--- config.mk ---
export PLATFORM = sky130hd
export DESIGN_NAME = mm_issue_scheduler
export DESIGN_NICKNAME = d
export VERILOG_FILES = /design/src/rtl/mm_issue_scheduler.sv
export SDC_FILE = /design/constraint.sdc
export NUM_CORES = 1
export LEC_CHECK = 0
export CORE_ASPECT_RATIO = 1.5
export CORE_MARGIN = 2
export CORE_UTILIZATION = 41
export DETAILED_ROUTE_END_ITERATION = 6
export PLACE_DENSITY_LB_ADDON = 0.25
export SLEW_MARGIN = 20
export SYNTH_ARGS = -nofsm -noshare
export SYNTH_HDL_FRONTEND = slang
export SYNTH_SLANG_ARGS = --single-unit
--- constraint.sdc ---
create_clock -name clk_in -period 5.81 [get_ports clk_in]
set_input_delay 1.162 -clock clk_in [delete_from_list [all_inputs] [get_ports clk_in]]
set_output_delay 1.162 -clock clk_in [all_outputs]
set_load 0.02 [all_outputs]
--- src/rtl/mm_issue_scheduler.sv ---
// Issue sequencer for the matrix-multiply datapath: streams every packed A word, then its s words, and counts returned B results.
// Optional macro MM_SCHED_PERF_EN adds stall_cycles_out (cycles an offer waits on a deasserted ready).
module mm_issue_scheduler #(
    parameter int DEPTH   = 784,
    parameter int A_WORDS = 196,
    parameter int RD_LAT  = 2
) (
    input  logic        clk_in,
    input  logic        rst_in,
    input  logic        start_in,
    output logic        busy_out,
    output logic        done_out,
    output logic [9:0]  a_addr_out,
    input  logic [23:0] a_rd_data_in,
    output logic [9:0]  s_addr_out,
    input  logic [3:0]  s_rd_data_in,
    output logic        A_valid_out,
    output logic [9:0]  A_idx_out,
    output logic [23:0] pk_A_out,
    input  logic        A_ready_in,
    output logic        s_valid_out,
    output logic [9:0]  s_idx_out,
    output logic [3:0]  sk_s_out,
    input  logic        s_ready_in,
    input  logic        B_valid_in,
    output logic [19:0] b_count_out
`ifdef MM_SCHED_PERF_EN
    ,
    output logic [19:0] stall_cycles_out
`endif
);

    localparam int               LAT_W    = $clog2(RD_LAT + 1);
    localparam logic [LAT_W-1:0] LAT_LAST = LAT_W'(RD_LAT);
    localparam logic [9:0]       J_LAST   = 10'(DEPTH / 4 - 1);
    localparam logic [9:0]       A_LAST   = 10'(A_WORDS - 1);
    localparam logic [19:0]      B_TARGET = 20'(A_WORDS * (DEPTH / 4));

    typedef enum logic [2:0] {
        S_IDLE, S_FETCH_A, S_OFFER_A, S_FETCH_S, S_OFFER_S, S_DRAIN, S_DONE
    } state_t;

    state_t             state_q, state_d;
    logic [LAT_W-1:0]   lat_q, lat_d;
    logic [9:0]         a_q, a_d;
    logic [9:0]         j_q, j_d;
    logic               busy_q, busy_d;
    logic               done_q, done_d;
    logic               a_valid_q, a_valid_d;
    logic [9:0]         a_idx_q, a_idx_d;
    logic [23:0]        pk_a_q, pk_a_d;
    logic               s_valid_q, s_valid_d;
    logic [9:0]         s_idx_q, s_idx_d;
    logic [3:0]         sk_s_q, sk_s_d;
    logic [19:0]        b_count_q, b_count_d;
`ifdef MM_SCHED_PERF_EN
    logic [19:0]        stall_q, stall_d;
`endif

    always_comb begin
        state_d   = state_q;
        lat_d     = lat_q;
        a_d       = a_q;
        j_d       = j_q;
        busy_d    = busy_q;
        done_d    = 1'b0;
        a_valid_d = a_valid_q;
        a_idx_d   = a_idx_q;
        pk_a_d    = pk_a_q;
        s_valid_d = s_valid_q;
        s_idx_d   = s_idx_q;
        sk_s_d    = sk_s_q;
        b_count_d = b_count_q;

        // Results are counted in every busy state, including while still issuing.
        if (busy_q && B_valid_in && !(&b_count_q)) begin
            b_count_d = b_count_q + 20'd1;
        end

        case (state_q)
            S_IDLE: begin
                if (start_in) begin
                    state_d   = S_FETCH_A;
                    a_d       = '0;
                    lat_d     = '0;
                    busy_d    = 1'b1;
                    b_count_d = '0;
                end
            end
            S_FETCH_A: begin
                if (lat_q == LAT_LAST) begin
                    pk_a_d    = a_rd_data_in;
                    a_idx_d   = {a_q[7:0], 2'b00};
                    a_valid_d = 1'b1;
                    state_d   = S_OFFER_A;
                end else begin
                    lat_d = lat_q + 1'b1;
                end
            end
            S_OFFER_A: begin
                if (A_ready_in) begin
                    a_valid_d = 1'b0;
                    j_d       = '0;
                    lat_d     = '0;
                    state_d   = S_FETCH_S;
                end
            end
            S_FETCH_S: begin
                if (lat_q == LAT_LAST) begin
                    sk_s_d    = s_rd_data_in;
                    s_idx_d   = {j_q[7:0], 2'b00};
                    s_valid_d = 1'b1;
                    state_d   = S_OFFER_S;
                end else begin
                    lat_d = lat_q + 1'b1;
                end
            end
            S_OFFER_S: begin
                if (s_ready_in) begin
                    s_valid_d = 1'b0;
                    lat_d     = '0;
                    if (j_q < J_LAST) begin
                        j_d     = j_q + 10'd1;
                        state_d = S_FETCH_S;
                    end else if (a_q < A_LAST) begin
                        a_d     = a_q + 10'd1;
                        state_d = S_FETCH_A;
                    end else begin
                        state_d = S_DRAIN;
                    end
                end
            end
            S_DRAIN: begin
                // >= rather than == so stray extra strobes cannot strand the job here.
                if (b_count_q >= B_TARGET) begin
                    state_d = S_DONE;
                    busy_d  = 1'b0;
                    done_d  = 1'b1;
                end
            end
            S_DONE:  state_d = S_IDLE;
            default: state_d = S_IDLE;
        endcase
    end

`ifdef MM_SCHED_PERF_EN
    always_comb begin
        stall_d = stall_q;
        if (state_q == S_IDLE && start_in) begin
            stall_d = '0;
        end else if (busy_q && ((a_valid_q && !A_ready_in) || (s_valid_q && !s_ready_in))
                     && !(&stall_q)) begin
            stall_d = stall_q + 20'd1;
        end
    end

    always_ff @(posedge clk_in or posedge rst_in) begin
        if (rst_in) stall_q <= '0;
        else        stall_q <= stall_d;
    end

    assign stall_cycles_out = stall_q;
`endif

    always_ff @(posedge clk_in or posedge rst_in) begin
        if (rst_in) begin
            state_q   <= S_IDLE;
            lat_q     <= '0;
            a_q       <= '0;
            j_q       <= '0;
            busy_q    <= 1'b0;
            done_q    <= 1'b0;
            a_valid_q <= 1'b0;
            a_idx_q   <= '0;
            pk_a_q    <= '0;
            s_valid_q <= 1'b0;
            s_idx_q   <= '0;
            sk_s_q    <= '0;
            b_count_q <= '0;
        end else begin
            state_q   <= state_d;
            lat_q     <= lat_d;
            a_q       <= a_d;
            j_q       <= j_d;
            busy_q    <= busy_d;
            done_q    <= done_d;
            a_valid_q <= a_valid_d;
            a_idx_q   <= a_idx_d;
            pk_a_q    <= pk_a_d;
            s_valid_q <= s_valid_d;
            s_idx_q   <= s_idx_d;
            sk_s_q    <= sk_s_d;
            b_count_q <= b_count_d;
        end
    end

    assign busy_out    = busy_q;
    assign done_out    = done_q;
    assign a_addr_out  = a_q;
    assign s_addr_out  = j_q;
    assign A_valid_out = a_valid_q;
    assign A_idx_out   = a_idx_q;
    assign pk_A_out    = pk_a_q;
    assign s_valid_out = s_valid_q;
    assign s_idx_out   = s_idx_q;
    assign sk_s_out    = sk_s_q;
    assign b_count_out = b_count_q;

endmodule
==> impl_metrics.yaml <==
run_status:
  outcome: "completed"
critical_path:
  worst_path_max_delay_cell: "clkdlybuf4s50_1"
  critical_path.cell_chain: "clkdlybuf4s50_1"
  worst-r2r-setup-slack_ps: 3500
  cp_depth: 1
  rr_worst_depth: 3
  cp_slowest_stage_delay_ps: 670
  critical-path-top-delay-family: "buffers and inverters"
  criticalPathCategory: "flip-flop to primary output"
  critPathBufInv: 1
  worstReg2RegStart: "state_q[1]"
  crit_path_start: "a_addr_out[2]"
  crit_path_start_kind: "flip-flop"
  worstPathRequired_ps: 4650
  endpoint_arrival_time_on_the_critical_path_ps: 1560
  type_of_destination_of_the_critical_path: "primary output"
  critPathCapture: "a_addr_out[2]"
  critical_path_fanouts_max: 10
  rr_endpoint: "sk_s_out[2]"
sta:
  unrepaired_setup_endpoints_after_global_routing: "no"
  fin_crit_sh_pct: 46.8
  worst_pin_slew_ps: 910
  skew_ps: 7.59
  finalSetupViolations: 0
  final.min_clock_period_ps: 2720
  setup-tns-final_ps: 0
  final_hold_violating_endpoints: 0
  final_max_slew_viol_count: 0
  slew-limit-headroom_pct: 39.3
  maxClockFrequency_mhz: 368
cts:
  cts-resized-gates: 0
  cts.clk_slew.worst_paths_ps: 60
  htreeDepth: 3
  clk-insertion-delay-late_ps: 340
  post_cts_buffers: 0
  numCtsBuffers: 9
  cts_tree: "yes"
  cts_hold_repair.buffers: 0
  cts-root-to-sink-buffers: 2
  clk_root_buffer_cell: "clkbuf_16"
  clock_sinks: 93
die:
  top_level_ports: 126
  rows: 47
  initial_core_util_pct: 41.8
  die-area_mm2: 0.0121
  die_width_um: 90.5
  core-area_mm2: 0.0110
  height_of_the_die_um: 134
finish:
  layout-drive-gt1-share_pct: 17.7
  syn2layout_area_growth_pct: 35.4
  antenna-diode-count: 0
  layout.cell_area.non_filler_mm2: 0.00622
  fillCellCount: 1019
  design.final.nets: 566
route:
  wire_per_inst_um: 16.3
  detail_route_antenna_nets: 0
  dr.pass1.iters: 4
  first_iter_violations: 133
  wl_um: 11100
  routed_via_density: 5.35
  dr_total_vias: 3630
  route.detailed.drc: 0
synth:
  synthesis.instances: 408
  yosys.area.top_type_share_pct: 50.6
  synth_async_sr_flop_share_pct: 100
  postSynth.topFlopCell: "dfrtp_1"
  synth_area_leaders: "dfrtp_1 51%, mux2_2 11%, xnor2_1 3.2%"
  synth.cells.most_frequent: "93 x dfrtp_1, 43 x mux2_2, 34 x nor2_1"
  synth_edf_count: 0
  yosys.cell_count.top_type: "dfrtp_1"
  synth_top_area_cell: "dfrtp_1"
  ys_seq_elements: 93
  syn_avg_cell_area_um2: 11.3
  mappedNetlistArea_mm2: 0.00460
  yosys_warnings: 0
  synth_cell_types: 67
  seq_area_frac_synth_pct: 50.6
placed_design:
  gpl.final_weighted_congestion: 0.871
  place.detailed.hpwl_um: 8080
  placedInstanceArea_mm2: 0.00593
  numPortBuffers: 121
global_route:
  antenna_found_initial: 0
  vias_in_the_first_global_route: 3597
  grt_remaining_overflow: 0
  grt_start_max_net_pins: 54
  global_route.usage.total_pct: 18.8
  grt_pass1_wl_um: 18100
pwr:
  peakVddDrop_v: 0.000204
  power_per_unit_of_standard_cell_area_mw_per_mm2: 365
  leakage_power_nw: 2.61
worst_hold_path:
  hp-class: "flip-flop to flip-flop"
job:
  maximum_capacitance_violations: 0
## sequential cells by signal, indices dropped and copies added, names as in the netlist
signal	flops
state_q	3
s_addr_out	10
s_valid_out	1
busy_out	1
lat_q	2
b_count_out	20
s_idx_out	8
sk_s_out	4
a_addr_out	10
A_valid_out	1
pk_A_out	24
done_out	1
A_idx_out	8
## cell usage in the layout, fill, tap and decap left out, drive strengths merged, types with 4 or more instances in the layout
cell type      Yosys  final
a21oi             16     16
a31oi              6      6
and2               6      6
and3               5      5
clkbuf             5     14
clkdlybuf4s50      0    121
conb               1      4
dfrtp             93     93
ha                 5      5
inv                7      6
mux2              45     45
mux2i              6      6
nand2             30     30
nand2b             4      4
nand3             21     21
nand4              9      9
nor2              38     38
nor2b              5      5
nor3              12     12
nor4              10     10
o21ai             13     13
o31ai              5      5
or2                4      4
xnor2             17     17
## metrics by stage
| step | hold WS [ps] | util [%] | setup slack [ps] | total power [mW] | instances |
|---|---|---|---|---|---|
| global route | 524 | 56.6 | 3060 | 2.39 | 679 |
| global placement | 470 | 53.9 | 2890 | 1.70 | 663 |
| floorplan | 470 | - | 2230 | 1.38 | 411 |
| finish | 492 | 56.6 | 3090 | 2.27 | 679 |
| detailed placement | 478 | 53.9 | 2840 | 1.72 | 663 |
| CTS | 495 | 56.6 | 3100 | 2.30 | 679 |
## layout make-up
| type | instances | area (um2) | share of cell area (%) |
|---|---|---|---|
| sequential | 93 | 2330 | 37.4 |
| clock inverter | 2 | 16.3 | 0.261 |
| multi-input combinational | 292 | 2160 | 34.7 |
| timing repair buffer | 124 | 1230 | 19.8 |
| inverter | 7 | 27.5 | 0.442 |
| clock buffer | 14 | 274 | 4.40 |
| tap | 147 | 184 | 2.96 |
## per-layer routing
metal / GRT usage, % / part of all wire (%) / vias to the layer above
met5: 0 / 0 / -
met4: 8.89 / 2.7 / 0
met3: 3.22 / 3.8 / 18
met2: 33.2 / 53 / 110
met1: 22.2 / 40 / 1801
li1: - / - / 1701
## kinds of logic (layout without fill, tap and decap cells)
family          Yosys count  in the layout  share of synthesized area [%]
compound gates           57             57                           9.39
xor+xnor                 17             17                           3.24
fa+ha+maj                 5              5                           1.36
buf+inv                  26            147                           2.97
flops                    93             93                           50.6
mux                      51             51                           12.3
other cells               1              4                         0.0816
simple gates            158            158                           20.0
## where the power goes
group / internal, mW / switching (mW)
clock network: 0.326 / 0.243
registers: 0.774 / 0.142
logic: 0.393 / 0.392
total: 1.49 / 0.777
## worst min path at each step
stage / from / endpoint / cells past startpoint
final: pk_A_out[0] / pk_A_out[0] / 1
after floorplan: lat_q[1] / lat_q[1] / 1
after global placement: pk_A_out[8] / pk_A_out[8] / 1
after global routing: pk_A_out[21] / pk_A_out[21] / 1
after CTS: pk_A_out[0] / pk_A_out[0] / 1
after detailed placement: pk_A_out[0] / pk_A_out[0] / 1
Note: power is estimated with default switching activity, not from simulation.
